### src/rtl/ppi_pkg.sv
// Shared types and constants for the PPI bus-cycle sequencer.
// nxt_phase gives the phase that follows st, skipping zero-length phases.
package ppi_pkg;

    localparam int CNT_W = 4;

    localparam logic [1:0] PORT_A = 2'd0;
    localparam logic [1:0] PORT_B = 2'd1;
    localparam logic [1:0] PORT_C = 2'd2;
    localparam logic [1:0] CTRL   = 2'd3;

    typedef enum logic [2:0] {
        IDLE,
        SETUP,
        STROBE,
        HOLD,
        RECOVER
    } ppi_state_e;

    function automatic ppi_state_e nxt_phase(
        input ppi_state_e st,
        input logic       s0,
        input logic       h0,
        input logic       r0
    );
        ppi_state_e n;
        n = IDLE;
        case (st)
            IDLE:    n = s0 ? STROBE : SETUP;
            SETUP:   n = STROBE;
            STROBE:  n = !h0 ? HOLD : (!r0 ? RECOVER : IDLE);
            HOLD:    n = r0 ? IDLE : RECOVER;
            default: n = IDLE;
        endcase
        return n;
    endfunction

endpackage

### src/rtl/ppi_phase_timer.sv
// Phase length counter: loaded with (length-1) of the phase being
// entered, done while the current phase is in its last cycle.
module ppi_phase_timer
    import ppi_pkg::*;
#(
    parameter int SETUP_CYC    = 1,
    parameter int STROBE_CYC   = 3,
    parameter int HOLD_CYC     = 1,
    parameter int RECOVERY_CYC = 2
) (
    input  logic       clk,
    input  logic       reset,
    input  logic       load,
    input  ppi_state_e tgt,
    output logic       done
);

    logic [CNT_W-1:0] cnt;
    logic [CNT_W-1:0] ld_val;

    always_comb begin
        ld_val = '0;
        case (tgt)
            SETUP:   ld_val = CNT_W'(SETUP_CYC - 1);
            STROBE:  ld_val = CNT_W'(STROBE_CYC - 1);
            HOLD:    ld_val = CNT_W'(HOLD_CYC - 1);
            RECOVER: ld_val = CNT_W'(RECOVERY_CYC - 1);
            default: ld_val = '0;
        endcase
    end

    always_ff @(posedge clk or posedge reset) begin
        if (reset) begin
            cnt <= '0;
        end else if (load) begin
            cnt <= ld_val;
        end else if (cnt != '0) begin
            cnt <= cnt - 1'b1;
        end
    end

    assign done = (cnt == '0);

endmodule

### src/rtl/ppi_bus_master.sv
// Sequences single register requests into registered 8255A bus cycles
// with programmable setup/strobe/hold/recovery and a read response pulse.
module ppi_bus_master
    import ppi_pkg::*;
#(
    parameter int SETUP_CYC    = 1,
    parameter int STROBE_CYC   = 3,
    parameter int HOLD_CYC     = 1,
    parameter int RECOVERY_CYC = 2
) (
    input  logic       clk,
    input  logic       reset,
    input  logic       req_valid,
    output logic       req_ready,
    input  logic       req_write,
    input  logic [1:0] req_addr,
    input  logic [7:0] req_wdata,
    output logic       rsp_valid,
    output logic [7:0] rsp_rdata,
    output logic       nCS,
    output logic       nRD,
    output logic       nWR,
    output logic [1:0] A,
    output logic [7:0] Dout,
    output logic       Doe,
    input  logic [7:0] Din
);

    localparam bit CFG_OK =
        SETUP_CYC >= 0 && SETUP_CYC <= 15 &&
        STROBE_CYC >= 1 && STROBE_CYC <= 15 &&
        HOLD_CYC >= 0 && HOLD_CYC <= 15 &&
        RECOVERY_CYC >= 0 && RECOVERY_CYC <= 15;

    ppi_state_e state;
    ppi_state_e tgt;

    logic       wr_q;
    logic [1:0] addr_q;
    logic [7:0] wd_q;

    logic       accept;
    logic       adv;
    logic       done;
    logic       wr_n;
    logic [1:0] addr_n;
    logic [7:0] wd_n;

    assign accept = (state == IDLE) && req_valid && req_ready;
    assign adv    = (state == IDLE) ? accept : done;
    assign tgt    = nxt_phase(state, SETUP_CYC == 0,
                              HOLD_CYC == 0, RECOVERY_CYC == 0);

    // On the accept edge the pins are loaded straight from the request.
    assign wr_n   = (state == IDLE) ? req_write : wr_q;
    assign addr_n = (state == IDLE) ? req_addr  : addr_q;
    assign wd_n   = (state == IDLE) ? req_wdata : wd_q;

    ppi_phase_timer #(
        .SETUP_CYC   (SETUP_CYC),
        .STROBE_CYC  (STROBE_CYC),
        .HOLD_CYC    (HOLD_CYC),
        .RECOVERY_CYC(RECOVERY_CYC)
    ) u_timer (
        .clk  (clk),
        .reset(reset),
        .load (adv),
        .tgt  (tgt),
        .done (done)
    );

    always_ff @(posedge clk or posedge reset) begin
        if (reset) begin
            state     <= IDLE;
            req_ready <= 1'b1;
            rsp_valid <= 1'b0;
            rsp_rdata <= 8'h00;
            nCS       <= 1'b1;
            nRD       <= 1'b1;
            nWR       <= 1'b1;
            A         <= 2'd0;
            Dout      <= 8'h00;
            Doe       <= 1'b0;
            wr_q      <= 1'b0;
            addr_q    <= 2'd0;
            wd_q      <= 8'h00;
        end else begin
            rsp_valid <= 1'b0;
            if (accept) begin
                wr_q   <= req_write;
                addr_q <= req_addr;
                wd_q   <= req_wdata;
            end
            if (adv) begin
                state     <= tgt;
                req_ready <= (tgt == IDLE);
                // Din captured on the edge that ends the last strobe cycle.
                if (state == STROBE && !wr_q) begin
                    rsp_valid <= 1'b1;
                    rsp_rdata <= Din;
                end
                case (tgt)
                    SETUP, STROBE, HOLD: begin
                        nCS  <= 1'b0;
                        A    <= addr_n;
                        Dout <= wr_n ? wd_n : 8'h00;
                        Doe  <= wr_n;
                        nRD  <= !(tgt == STROBE && !wr_n);
                        nWR  <= !(tgt == STROBE && wr_n);
                    end
                    default: begin
                        nCS <= 1'b1;
                        nRD <= 1'b1;
                        nWR <= 1'b1;
                        Doe <= 1'b0;
                    end
                endcase
            end
        end
    end

    cfg_range : assert property (@(posedge clk) CFG_OK)
        else $error("ppi_bus_master: timing parameter out of range");

endmodule

### config.mk
export PLATFORM = sky130hd
export DESIGN_NAME = ppi_bus_master
export DESIGN_NICKNAME = d
export VERILOG_FILES = /design/src/rtl/ppi_pkg.sv /design/src/rtl/ppi_phase_timer.sv /design/src/rtl/ppi_bus_master.sv
export SDC_FILE = /design/constraint.sdc
export NUM_CORES = 1
export LEC_CHECK = 0
export CAP_MARGIN = 30
export CORE_ASPECT_RATIO = 0.6
export CORE_MARGIN = 5
export CORE_UTILIZATION = 45
export DETAILED_ROUTE_END_ITERATION = 8
export GPL_ROUTABILITY_DRIVEN = 0
export PLACE_DENSITY = 0.74
export SKIP_CTS_REPAIR_TIMING = 1
export SLEW_MARGIN = 15
export SYNTH_ARGS = -nofsm -noshare
export SYNTH_HDL_FRONTEND = slang
export SYNTH_SLANG_ARGS = --single-unit
### constraint.sdc
create_clock -name clk -period 5.46 [get_ports clk]
set_clock_uncertainty 0.05 [all_clocks]
set_input_delay 1.638 -clock clk [delete_from_list [all_inputs] [get_ports clk]]
set_output_delay 1.638 -clock clk [all_outputs]
set_load 0.01 [all_outputs]
==> summary.md, run 1 <==
| Metric | Value |
|---|---|
| Largest net degree at the start of global routing | `17` |
| Post-synth net total | `184` |
| Share of Yosys cell area claimed by the top area cell type | `0.491` |
| Routed vias | `1389` |
| Worst setup EP type | `flop` |
| Final Max Slew Viols | `0` |
| Fraction of layout cells with a size suffix above 1 | `0.237` |
| Comb power frac | `0.077` |
| Hpwl dp | `3.25 mm` |
| Finished Layout Cells | `267` |
| Crit-path cells | `clkdlybuf4s50_1, nand4b_4, a211o_1, mux2_4` |
| Clock Tree Buf Depth | `2` |
| Leak | `1.18 nW` |
| Pwr/cell area | `215 nW/um^2` |
| Syn_area_per_cell | `12.1 sq um` |
| Dpl cells | `259` |
| Core box area | `4120 sq um` |
| Max frequency | `300 MHz` |
| Register share of total power | `0.581` |
| Clk root buf | `clkbuf_8` |
| Actual transition at the worst max-transition pin | `619 ps` |
| Synthesis-stage register bit count | `42` |
| Largest delay contributor family on the critical path | `compound AO/OA/AOI/OAI gates` |
| Switching share of power | `0.215` |
| Worst min path class | `reg -> reg` |
| Max incr delay on CP | `600 ps` |
| Register area share after synthesis | `0.545` |
| Clock sink total | `42` |
| Synth area leader | `dfrtp_1` |
| Cell with the most instances after synthesis | `dfrtp_1` |
| Headroom to the max-slew limit | `0.588` |
| Crit Path Class | `in -> reg` |
| Die area | `5760 sq um` |
| Vias in the first global route | `1431` |
| Max Cap Viol | `0` |
| Synthesized area | `1940 sq um` |
| Syn Inst Count | `160` |
| Worst VDD drop | `110 uV` |
| Setup WS post-layout | `2120 ps` |
| Design internal power | `0.427 mW` |
| CTS Buf Count | `5` |
| Synth top cells by count | `dfrtp_1, nand2_1, mux2_2` |
| Hold Vio Cnt, Final | `0` |
| WP data arrival | `3460 ps` |
| Initial Util | `0.470` |
| IO Pins | `46` |
| Syn. warnings | `0` |
| Ant diodes | `0` |
| Worst skew pair latency | `290 ps` |
| Minimum clock period | `3340 ps` |
| Unrepaired setup endpoints after global routing | `no` |
| R2R depth | `5` |
| Worst hold path cell count | `1` |
| Initial antenna violation count | `0` |
| Net Sw Power | `0.117 mW` |
| Post-synth ARST share | `1.00` |
| Clk network pwr share | `0.342` |
| Post-Route Utilization | `0.614` |
| Antenna-violating nets left | `0` |
| Maximum fanout along the worst path | `16` |
| Detailed Routing Iterations Pass 1 | `4` |
| Routed vias/inst | `5.20` |
| Initial drt markers | `94` |
| Status | `finished, final reports clean` |
| Reg clk slew, reported paths | `70 ps` |
| Setup TNS | `0 ps` |
| Die X | `94.7 um` |
| H-Tree Depth | `2` |
| Multi-input gate area | `818 sq um` |
| WL final | `4.30 mm` |
| Seq. cell area | `1060 sq um` |
| Fin nets | `231` |
| GRT Overall Usage | `0.167` |
| DP Worst Slack | `1830 ps` |
| Layout fillers | `310` |
| Yosys cell types | `31` |
| Fin crit share | `0.611` |
| First-pass GRT wire length | `7.16 mm` |
| Routed WL per cell | `16.1 um` |
| Setup-failing EPs final | `0` |
| Critical path depth in cells | `4` |
| Global route overflow | `0` |
| DRC | `0` |
| P&R area growth vs syn | `30.6%` |
| CTS tree | `done` |
| Crit-path slowest cell | `a211o_1` |
| Power Total | `0.543 mW` |
| CP Buf/Inv Count | `1` |
| Area contributors post-synth | `dfrtp_1, mux2_2, mux2_4, dfstp_2, nand2_1` |
| IO Port Bufs | `45` |
| Num rows | `18` |
| CP required | `5590 ps` |
| EDFF count, synth | `0` |
| Main synth FF type | `dfrtp_1` |
| Crit start category | `input port` |
| Height of the die | `60.8 um` |
## through the flow
step / hold WS [ps] / instance area (sq um)
2_1_floorplan: 423 / 1940
3_3_place_gp: 436 / 2430
3_5_place_dp: 445 / 2440
4_1_cts: 458 / 2520
5_1_grt: 474 / 2530
6_report: 458 / 2530
## layout make-up
cell class,count,area share
Timing Repair Buffer,48,0.190
Multi-Input combinational cell,104,0.324
Sequential cell,42,0.418
Tap cell,60,0.0297
Inverter,6,0.00891
Clock buffer,7,0.0302
## layout by cell type (no fill, tap or decap), types with 2 or more instances in the layout
master / instances
clkdlybuf4s50_1: 45
dfrtp_1: 38
nand2_1: 27
mux2_2: 23
a21oi_1: 10
mux2_4: 9
inv_1: 6
nor2_1: 5
clkbuf_8: 5
nor3_1: 4
o21ai_0: 4
dfstp_2: 4
xnor2_1: 2
or4_1: 2
o22a_1: 2
ha_1: 2
clkbuf_1: 2
buf_4: 2
## state kept, by name, indices dropped and copies added (netlist names), 2 cells and up
name,count
rsp_rdata,8
addr_q,2
u_timer.cnt,4
state,3
Dout,8
A,2
wd_q,8
## kinds of logic (layout without fill, tap and decap cells)
family                     Yosys count  count (layout)  synth area share
muxes                               33              33             0.209
DFF                                 42              42             0.545
and+or+nand+nor                     46              46             0.126
buffers and inverters               14              61            0.0323
xor gates and xnor gates             2               2           0.00905
AOI/OAI and AO/OA                   21              21            0.0659
adders and majority gates            2               2            0.0129
## path summary, 6_finish.rpt
kind | from | endpoint | slack, ps
worst max register to register | state[2]$_DFFE_PP0P_ | nWR$_DFFE_PP1P_ | 2960
worst max-delay path | req_valid | Dout[2]$_DFFE_PP0P_ | 2120
min in group asynchronous | reset | rsp_valid$_DFF_PP0_ | 1650
worst min-delay path | rsp_rdata[0]$_DFFE_PP0P_ | rsp_rdata[0]$_DFFE_PP0P_ | 460
worst min register to register | rsp_rdata[0]$_DFFE_PP0P_ | rsp_rdata[0]$_DFFE_PP0P_ | 460
max in group asynchronous | reset | rsp_rdata[4]$_DFFE_PP0P_ | 3080
## power groups by stage
stage / logic [mW] / registers [mW] / clock network [mW]
6_report: 0.0418 / 0.316 / 0.186
2_1_floorplan: 0.0121 / 0.323 / 0
5_1_grt: 0.0458 / 0.316 / 0.203
4_1_cts: 0.0421 / 0.316 / 0.190
3_5_place_dp: 0.0418 / 0.321 / 0
3_3_place_gp: 0.0391 / 0.321 / 0
## per-layer routing
| metal | up-vias | part of all wire | wire length, um | GRT usage |
|---|---|---|---|---|
| li1 | 651 | - | - | - |
| met1 | 697 | 0.47 | 2020 | 0.218 |
| met2 | 34 | 0.46 | 2000 | 0.264 |
| met3 | 7 | 0.055 | 238 | 0.0533 |
| met4 | 0 | 0.011 | 46 | 0.0678 |
| met5 | - | 0 | 0 | 0 |
(Power assumes the default switching activity.)
==> run 2: changes to the inputs <==
CORE_UTILIZATION = 44   (was 45)
PLACE_DENSITY = 0.76   (was 0.74)
clock period = 2.7 ns   (was 5.46 ns; I/O delays follow)
==> run 2 against run 1 <==
  * Design area increased by 1.0%
  * Critical endpoint is now Doe$_DFFE_PP0P_
  * Clock-buffer cell count increased by 1
  * Largest power group unchanged
  * Register-to-register slack got worse by 2500 ps
  * Highest routed layer unchanged
==> summary.md, run 2 (synthesis results as in run 1) <==
| Metric | Value |
|---|---|
| Hold Vio Cnt, Final | `0` |
| Commonest non-fill, non-tap cell in the layout | `clkdlybuf4s50_1` |
| CTS Buf Count | `5` |
| Minimum clock period | `2270 ps` |
| First-pass GRT wire length | `6.86 mm` |
| DP Worst Slack | `134 ps` |
| Actual transition at the worst max-transition pin | `923 ps` |
| Detailed Routing Iterations Pass 1 | `4` |
| Die area | `5870 sq um` |
| Num rows | `18` |
| Biggest regs | `Dout (8), rsp_rdata (8), wd_q (8)` |
| Max incr delay on CP | `740 ps` |
| Crit-path slowest cell | `mux2i_1` |
| Setup TNS | `0 ps` |
| Leak | `1.20 nW` |
| Hpwl dp | `3.14 mm` |
| Fraction of layout cells with a size suffix above 1 | `0.250` |
| P&R area growth vs syn | `31.9%` |
| Fin crit share | `0.841` |
| Unrepaired setup endpoints after global routing | `no` |
| Worst min path class | `reg -> reg` |
| Initial drt markers | `61` |
| Global route overflow | `0` |
| Headroom to the max-slew limit | `0.367` |
| Initial Util | `0.462` |
| Crit start category | `input port` |
| Routed WL per cell | `15.8 um` |
| Worst VDD drop | `206 uV` |
| Dpl cells | `260` |
| Clock Tree Buf Depth | `2` |
| DRC | `0` |
| IO Pins | `46` |
| Finished Layout Cells | `268` |
| CTS tree | `done` |
| Reg clk slew, reported paths | `80 ps` |
| GRT Overall Usage | `0.159` |
| Vias in the first global route | `1391` |
| Layout fillers | `337` |
| Core box area | `4190 sq um` |
| Routed vias | `1352` |
| Multi-input gate area | `818 sq um` |
| Antenna-violating nets left | `0` |
| CP Buf/Inv Count | `1` |
| Worst setup EP type | `flop` |
| IO Port Bufs | `45` |
| Most frequent cells in the layout | `clkdlybuf4s50_1, dfrtp_1, nand2_1` |
| Max Cap Viol | `0` |
| Seq. cell area | `1060 sq um` |
| WP data arrival | `2410 ps` |
| Die X | `95.7 um` |
| Fin nets | `231` |
| Ant diodes | `0` |
| Final Max Slew Viols | `0` |
| Power Total | `1.19 mW` |
| Pwr/cell area | `465 nW/um^2` |
| Clk root buf | `clkbuf_8` |
| Routed vias/inst | `5.04` |
| Initial antenna violation count | `0` |
| Height of the die | `61.4 um` |
| Worst skew pair latency | `300 ps` |
| Largest delay contributor family on the critical path | `multiplexers` |
| Setup-failing EPs final | `0` |
| Status | `finished, final reports clean` |
| Crit Path Class | `in -> reg` |
| Largest net degree at the start of global routing | `43` |
| Max frequency | `440 MHz` |
| Crit-path cells | `clkdlybuf4s50_1, mux2i_1, nor3_1, mux2_2` |
| Clock sink total | `42` |
| WL final | `4.22 mm` |
| Maximum fanout along the worst path | `11` |
| H-Tree Depth | `2` |
| Setup WS post-layout | `429 ps` |
| CP required | `2840 ps` |
run 2: metrics by stage:
step           instance area (sq um)  hold WS (ps)   util
2_1_floorplan                   1940           423      -
3_3_place_gp                    2440           438  0.584
3_5_place_dp                    2440           443  0.584
4_1_cts                         2550           461  0.610
5_1_grt                         2550           485  0.610
6_report                        2550           458  0.610
run 2: power by group:
| group | switching (mW) | internal [mW] | leakage, nW |
|---|---|---|---|
| combinational | 0.0330 | 0.0465 | 0.596 |
| clock | 0.213 | 0.258 | 0.0575 |
| sequential | 0.00280 | 0.635 | 0.544 |
| total | 0.249 | 0.939 | 1.20 |
run 2: final timing paths:
check / startpoint / endpoint / slack [ps] / cells after the start
worst max-delay path: req_write / Doe$_DFFE_PP0P_ / 430 / 4
worst min-delay path: rsp_rdata[3]$_DFFE_PP0P_ / rsp_rdata[3]$_DFFE_PP0P_ / 460 / 1
worst max register to register: u_timer.cnt[0]$_DFFE_PP0P_ / Dout[6]$_DFFE_PP0P_ / 440 / 6
worst min register to register: rsp_rdata[3]$_DFFE_PP0P_ / rsp_rdata[3]$_DFFE_PP0P_ / 460 / 1
max in group asynchronous: reset / nRD$_DFFE_PP1P_ / 1350 / 3
min in group asynchronous: reset / Dout[2]$_DFFE_PP0P_ / 880 / 3
run 2: area by class of cell:
type | instances | share of cell area
timing repair buffer | 48 | 0.185
inverter | 6 | 0.00881
multi-input combinational | 104 | 0.320
sequential | 42 | 0.413
tap | 60 | 0.0294
clock buffer | 8 | 0.0431
run 2: per-layer routing:
layer	wire (um)	global-route usage	vias up
li1	-	-	647
met1	1870	0.207	666
met2	2080	0.259	35
met3	213	0.0415	4
met4	59	0.0668	0
met5	0	0	-
run 2: worst reg2reg max path, delay by kind of cell, from the launching register on:
family | cells | cell delay [ps]
AOI/OAI and AO/OA | 2 | 710
buffers and inverters | 1 | 100
DFF | 1 | 420
and+or+nand+nor | 1 | 330
muxes | 1 | 390
adders and majority gates | 1 | 160
==> run 3: changes to the inputs <==
clock period = 1.9 ns   (was 2.7 ns; I/O delays follow)
==> run 3 against run 2 <==
  * Sequential power increased by 42%
  * The flow now finishes with violations (setup timing)
  * Worst setup slack worse by 430 ps
  * Largest cell class unchanged
  * Critical path type is now reg -> reg
  * Critical endpoint is now Dout[6]$_DFFE_PP0P_
  * Hold slack worse by 2.2 ps
  * Via count increased by 7.8%
  * Sequential cell count unchanged
==> summary.md, run 3 (synthesis results as in run 1) <==
| Metric | Value |
|---|---|
| First-pass GRT wire length | `7.30 mm` |
| Fin crit share | `1.00` |
| Actual transition at the worst max-transition pin | `333 ps` |
| Finished Layout Cells | `285` |
| Hpwl dp | `3.41 mm` |
| Die area | `5870 sq um` |
| Ant diodes | `0` |
| Worst setup EP type | `flop` |
| Maximum fanout along the worst path | `5` |
| Global route overflow | `0` |
| Vias in the first global route | `1449` |
| WP data arrival | `2040 ps` |
| Clock Tree Buf Depth | `2` |
| Worst hold path cell count | `1` |
| Num rows | `18` |
| CP required | `2040 ps` |
| Comb power frac | `0.075` |
| Initial antenna violation count | `0` |
| Fin nets | `248` |
| DRC | `0` |
| Pwr/cell area | `577 nW/um^2` |
| Failing checks | `setup timing` |
| Fraction of layout cells with a size suffix above 1 | `0.338` |
| Routed vias/inst | `5.12` |
| Worst min path class | `reg -> reg` |
| Height of the die | `61.4 um` |
| Final Max Slew Viols | `0` |
| WL final | `4.72 mm` |
| Max Cap Viol | `0` |
| Routed vias | `1458` |
| Commonest non-fill, non-tap cell in the layout | `clkdlybuf4s50_1` |
| Fin area | `2770 sq um` |
| Crit Path Class | `reg -> reg` |
| Reg clk slew, reported paths | `90 ps` |
| Antenna-violating nets left | `0` |
| Dpl cell area | `2560 sq um` |
| Clock sink total | `42` |
| Biggest regs | `Dout (8), rsp_rdata (8), wd_q (8)` |
| Headroom to the max-slew limit | `0.778` |
| Setup-failing EPs final | `3` |
| Switching share of power | `0.228` |
| CTS tree | `done` |
| Die X | `95.7 um` |
| Worst VDD drop | `407 uV` |
| IO Port Bufs | `45` |
| Design internal power | `1.23 mW` |
| Leak | `1.37 nW` |
| Dpl cells | `272` |
| Clk network pwr share | `0.357` |
| Largest net degree at the start of global routing | `43` |
| GRT Overall Usage | `0.169` |
| Register share of total power | `0.568` |
| Worst skew pair latency | `300 ps` |
| Hold Vio Cnt, Final | `0` |
| R2R depth | `7` |
| Most frequent cells in the layout | `clkdlybuf4s50_1, dfrtp_1, nand2_1` |
| P&R area growth vs syn | `42.8%` |
| Detailed Routing Iterations Pass 1 | `4` |
| Clk root buf | `clkbuf_8` |
| Crit start category | `flop` |
| Max frequency | `525 MHz` |
| H-Tree Depth | `2` |
| Minimum clock period | `1910 ps` |
| Initial drt markers | `77` |
| Routed WL per cell | `16.6 um` |
| Core box area | `4190 sq um` |
| Net Sw Power | `0.364 mW` |
| Unrepaired setup endpoints after global routing | `yes` |
| Layout fillers | `311` |
| IO Pins | `46` |
| Setup WS post-layout | `-5.04 ps` |
| Status | `finished with violations` |
| CTS Buf Count | `5` |
| Initial Util | `0.462` |
-- run 3: cell count changes in the layout (fill, tap and decap cells not counted), sizes merged --
cell           previous run  this run
clkbuf                    8         7
clkdlybuf4s50            45        40
dlymetal6s2s              0         5
clkinv                    0         2
buf                       3        19
-- run 3: final cells by class --
class                           instances  area (sq um)  area share
Inverter                                6          22.5     0.00814
Clock inverter                          2          13.8     0.00498
Timing Repair Buffer                   65           656       0.237
Tap cell                               60          75.1      0.0271
Multi-Input combinational cell        104           870       0.314
Clock buffer                            6          72.6      0.0262
Sequential cell                        42          1060       0.382
-- run 3: layer usage --
layer	global-route usage	wire, um
met5	0	0
met4	0.0466	29
met3	0.0537	248
met2	0.258	2250
met1	0.234	2200
-- run 3: final timing paths --
kind | startpoint | to | slack, ps
hold / removal | rsp_rdata[0]$_DFFE_PP0P_ | rsp_rdata[0]$_DFFE_PP0P_ | 460
hold reg to reg | rsp_rdata[0]$_DFFE_PP0P_ | rsp_rdata[0]$_DFFE_PP0P_ | 460
setup reg to reg | u_timer.cnt[0]$_DFFE_PP0P_ | Dout[6]$_DFFE_PP0P_ | -5
setup / recovery | u_timer.cnt[0]$_DFFE_PP0P_ | Dout[6]$_DFFE_PP0P_ | -5
min in group asynchronous | reset | rsp_valid$_DFF_PP0_ | 570
max in group asynchronous | reset | nRD$_DFFE_PP1P_ | 950
-- run 3: critical path, stage by stage (launching register included) --
cell and delay, ps:
dfrtp_1 400, inv_2 90, ha_4 130, nor3b_4 220, o21ai_2 100, a211o_4 360
clkbuf_16 170, mux2_4 290
-- run 3: power groups by stage --
stage	registers, mW	clock network [mW]	logic, mW
3_5_place_dp	0.924	0	0.121
2_1_floorplan	0.928	0	0.0347
3_3_place_gp	0.923	0	0.117
6_report	0.906	0.569	0.120
5_1_grt	0.908	0.625	0.132
4_1_cts	0.906	0.583	0.122
-- run 3: stage by stage --
| stage | TNS [ps] | utilization | hold slack (ps) | setup slack, ps | power (mW) |
|---|---|---|---|---|---|
| 2_1_floorplan | 0 | - | 423 | 36.9 | 0.963 |
| 3_3_place_gp | -3240 | 0.611 | 438 | -227 | 1.04 |
| 3_5_place_dp | -3680 | 0.611 | 441 | -246 | 1.04 |
| 4_1_cts | -914 | 0.632 | 459 | -145 | 1.61 |
| 5_1_grt | -327 | 0.660 | 472 | -39.7 | 1.66 |
| 6_report | -13.3 | 0.660 | 456 | -5.04 | 1.60 |
